**src/rtl/reg_op_seq.sv**
```systemverilog
// rtl/reg_op_seq.sv - four-state register-file operation sequencer (ADD/SUB/AND/MOV)
// Optional REG_OP_SEQ_R0_ZERO_EN: register 0 reads as zero and is never written.
module reg_op_seq #(
  parameter int DATA_W = 16
) (
  input  logic              clk,
  input  logic              reset,
  input  logic              req_valid,
  output logic              req_ready,
  input  logic [1:0]        op,
  input  logic [2:0]        src_a,
  input  logic [2:0]        src_b,
  input  logic [2:0]        dst,
  output logic [2:0]        rf_rd_addr_a,
  output logic [2:0]        rf_rd_addr_b,
  input  logic [DATA_W-1:0] rf_d_out_a,
  input  logic [DATA_W-1:0] rf_d_out_b,
  output logic              rf_wr,
  output logic [2:0]        rf_wr_addr,
  output logic [DATA_W-1:0] rf_d_in,
  output logic              done,
  output logic              flag_z,
  output logic              flag_c
);

  typedef enum logic [1:0] {
    IDLE  = 2'd0,
    READ  = 2'd1,
    EXEC  = 2'd2,
    WRITE = 2'd3
  } state_t;

  state_t            state;
  logic [1:0]        op_r;
  logic [2:0]        dst_r;
  logic [DATA_W-1:0] opa;
  logic [DATA_W-1:0] opb;
  logic              carry_r;
  logic [DATA_W-1:0] rd_a_val;
  logic [DATA_W-1:0] rd_b_val;
  logic              wr_allowed;
  logic [DATA_W:0]   alu;

`ifdef REG_OP_SEQ_R0_ZERO_EN
  assign rd_a_val   = (rf_rd_addr_a == 3'd0) ? '0 : rf_d_out_a;
  assign rd_b_val   = (rf_rd_addr_b == 3'd0) ? '0 : rf_d_out_b;
  assign wr_allowed = (dst_r != 3'd0);
`else
  assign rd_a_val   = rf_d_out_a;
  assign rd_b_val   = rf_d_out_b;
  assign wr_allowed = 1'b1;
`endif

  // One extra bit holds the carry of ADD and the borrow of SUB.
  always_comb begin
    alu = '0;
    case (op_r)
      2'b00:   alu = {1'b0, opa} + {1'b0, opb};
      2'b01:   alu = {1'b0, opa} - {1'b0, opb};
      2'b10:   alu = {1'b0, opa & opb};
      default: alu = {1'b0, opa};
    endcase
  end

  always_ff @(posedge clk or negedge reset) begin
    if (!reset) begin
      state        <= IDLE;
      req_ready    <= 1'b1;
      op_r         <= 2'b00;
      dst_r        <= 3'd0;
      rf_rd_addr_a <= 3'd0;
      rf_rd_addr_b <= 3'd0;
      opa          <= '0;
      opb          <= '0;
      carry_r      <= 1'b0;
      rf_wr        <= 1'b0;
      rf_wr_addr   <= 3'd0;
      rf_d_in      <= '0;
      done         <= 1'b0;
      flag_z       <= 1'b0;
      flag_c       <= 1'b0;
    end else begin
      case (state)
        IDLE: begin
          if (req_valid) begin
            state        <= READ;
            req_ready    <= 1'b0;
            op_r         <= op;
            dst_r        <= dst;
            rf_rd_addr_a <= src_a;
            rf_rd_addr_b <= src_b;
          end
        end
        READ: begin
          state <= EXEC;
          opa   <= rd_a_val;
          opb   <= rd_b_val;
        end
        EXEC: begin
          state      <= WRITE;
          rf_d_in    <= alu[DATA_W-1:0];
          carry_r    <= alu[DATA_W];
          rf_wr      <= wr_allowed;
          rf_wr_addr <= dst_r;
          done       <= 1'b1;
        end
        default: begin
          state     <= IDLE;
          req_ready <= 1'b1;
          rf_wr     <= 1'b0;
          done      <= 1'b0;
          flag_z    <= (rf_d_in == '0);
          flag_c    <= carry_r;
        end
      endcase
    end
  end

endmodule

```
**config.mk**
```make
export PLATFORM = sky130hd
export DESIGN_NAME = reg_op_seq
export DESIGN_NICKNAME = d
export VERILOG_FILES = /design/src/rtl/reg_op_seq.sv
export SDC_FILE = /design/constraint.sdc
export NUM_CORES = 1
export LEC_CHECK = 0
export BUFFER_PORTS_ARGS = -buffer_cell sky130_fd_sc_hd__buf_4
export CORE_MARGIN = 8
export CORE_UTILIZATION = 40
export CTS_CLUSTER_SIZE = 10
export DETAILED_ROUTE_END_ITERATION = 10
export HOLD_SLACK_MARGIN = 0.05
export REMOVE_ABC_BUFFERS = 1
export SYNTH_ARGS = -nofsm -noshare
export SYNTH_HDL_FRONTEND = slang
export SYNTH_SLANG_ARGS = --single-unit
```
**constraint.sdc**
```tcl
create_clock -name clk -period 4.9 [get_ports clk]
set_input_delay 0.49 -clock clk [delete_from_list [all_inputs] [get_ports clk]]
set_output_delay 0.49 -clock clk [all_outputs]
set_load 0.05 [all_outputs]
```
==> key figures <==
Yosys
  – Post-synth EDFFs: 0
  – Post-Syn Instances: 379
  – Synth area leader: dfrtp_1
  – Synth Register Bits: 69
  – Asr flop ratio synth: 1.00
  – Synth Cell Area: 4000 sq um
  – Ys Warns: 0
  – Post-synthesis sequential area ratio: 0.432
  – Synth Flop Type: dfrtp_1
  – Synth Area per Inst: 10.6 sq um
  – Ranking of synthesized cells by area: dfrtp_1 (43%), mux2_2 (12%), ha_1 (6.9%)
  – Unique masters post-synth: 47
  – Synth top area share: 0.426

Setup path
  – Worst endpoint data arrival time: 3540 ps
  – Crit-path max FO: 19
  – CP top delay family: simple AND/OR/NAND/NOR gates
  – Worst Path Class, Setup: reg -> reg
  – Worst setup SP type: flop
  – Worst path bufs/invs: 0
  – CP max stage delay: 750 ps
  – Worst EP required: 5130 ps
  – Crit path capture type: flop
  – Worst path cell trace: nor2b_1 > nor2_1 > xnor2_1 > ha_1 > o211ai_1 > a21oi_1 > o21ai_1 > and4_1 > nor4_1 > a311oi_1
  – Slowest CP cell: dfrtp_1

Timing
  – Setup TNS: 0 ps
  – Tmin final: 3310 ps
  – Measured slew at the worst slew-check pin: 859 ps
  – Final hold violations: 0
  – Slew headroom: 0.428
  – Final setup fails: 0
  – Max-slew violation count: 0
  – Worst Clk Skew: 13.4 ps
  – FMAX: 302 MHz
  – RSZ-0062 raised after global routing: no
  – Fin crit share: 0.676

Clocking
  – CTS resizes: 0
  – H-tree Lvls: 3
  – CTS tree: built
  – Max Buffers Root-to-Sink: 2
  – TritonCTS buffer count: 9
  – Post-CTS setup buffer count: 0
  – Worst-Skew Late Latency: 340 ps
  – Cts hold-fix bufs: 0
  – CTS Sinks: 69
  – Root buf cell: clkbuf_8
  – Reg clk slew, reported paths: 80 ps

Routing
  – DR WL/cell: 15.9 um
  – 1st-iter DRT viols: 151
  – Vias: 3059
  – Post-route ant nets: 0
  – First drt pass iteration count: 4
  – Drt drc: 0
  – Final wirelength: 9360 um
  – Met3 routed WL: 520 um
  – Met2 WL: 4030 um
  – Post-DR vias/cell: 5.20
  – M1 wire length: 4740 um
  – Top Metal Used: met4

Floorplanning
  – I/O Pins: 76
  – Num rows: 36
  – Starting Density: 0.411
  – Chip Width: 116 um
  – Die footprint: 13500 sq um
  – Die H: 116 um
  – Core Box Area: 9730 sq um

Placement
  – # port buffers: 75
  – Routability cong.: 0.887
  – DPL Wire Length: 7240 um

Flow run
  – Max-cap violation count: 0

GRT
  – Vias in the first global route: 3113
  – Largest net degree at the start of global routing: 70
  – Initial antenna violation count: 0
  – GRT Total Usage: 0.148
  – First-pass GRT wire length: 15800 um
  – Overflow after GRT: 0

Final layout
  – Most common cell after layout, fill and taps aside: buf_4
  – Commonest cells after routing, fill and taps aside: buf_4 (78), dfrtp_1 (68), mux2_2 (42), nand2_1 (28)
  – Share of layout cells above drive strength 1: 0.312
  – Area Growth Syn to Fin: 22.4%
  – Filler instances: 934
  – Register area: 1730 sq um
  – # diodes: 0
  – Multi-input gate area: 2130 sq um
  – Final #Nets: 519

Worst hold path
  – HP Class: in -> async

Run status
  – Outcome: finished, final reports clean
==> kinds of logic after synthesis <==
group | share of synthesized area
AO/OA/AOI/OAI | 0.170
XOR/XNOR | 0.0569
adder cells (fa/ha/maj) | 0.0738
buffers and inverters | 0.0357
flip-flops | 0.432
multiplexers | 0.131
AND/OR/NAND/NOR | 0.101
==> per-layer routing <==
| metal | global-route usage | vias up |
|---|---|---|
| li1 | - | 1531 |
| met1 | 0.212 | 1438 |
| met2 | 0.210 | 86 |
| met3 | 0.0396 | 4 |
| met4 | 0.0441 | 0 |
| met5 | 0 | - |
==> sequential cells by signal, indices dropped and copies added, names as in the netlist <==
register and flops:
dst_r 3, rf_d_in 16, rf_wr_addr 3, rf_rd_addr_b 3
flag_c 1, op_r 2, flag_z 1, opb 16
req_ready 1, rf_rd_addr_a 3, done 1, state 2
carry_r 1, opa 16
==> synth_stat cells, types with 12 or more instances <==
master    instances
dfrtp_1          68
mux2_2           42
nand2_1          28
a21oi_1          22
ha_1             22
inv_1            19
o211ai_1         17
o21ai_0          17
xnor2_1          16
clkbuf_1         15
nor2_1           13
nand2b_1         12
==> area by class of cell <==
cell class / instances / area share
repair buffers: 78 / 0.120
inverters: 19 / 0.0146
clock buffers: 10 / 0.0261
clock inverters: 6 / 0.0181
flip-flops and latches: 69 / 0.353
multi-input cells: 273 / 0.435
well taps: 133 / 0.0340
==> per-stage QoR <==
step	worst slack [ps]	cells	utilization	hold slack [ps]	area (sq um)
floorplan	2070	361	-	194	3930
global placement	1730	572	0.481	480	4680
detailed placement	1650	572	0.481	493	4680
CTS	1610	588	0.503	290	4900
global route	1240	588	0.503	333	4900
finish	1590	588	0.503	265	4900
==> final timing paths <==
| check | slack, ps | end | cells after the start | start |
|---|---|---|---|---|
| worst max-delay path | 1590 | rf_d_in[13]$_DFFE_PN0P_ | 10 | op_r[0]$_DFFE_PN0P_ |
| worst min-delay path | 260 | opb[2]$_DFFE_PN0P_ | 1 | reset |
| worst max register to register | 1590 | rf_d_in[13]$_DFFE_PN0P_ | 10 | op_r[0]$_DFFE_PN0P_ |
| worst min register to register | 500 | req_ready$_DFFE_PN1P_ | 2 | req_ready$_DFFE_PN1P_ |
| max in group asynchronous | 4080 | rf_d_in[13]$_DFFE_PN0P_ | 1 | reset |
| min in group clk | 350 | opa[1]$_DFFE_PN0P_ | 3 | rf_d_out_a[1] |
Power is left out: the tool's default activity adds up to more than one toggle a clock period on the data nets, which glitch-free logic cannot reach.
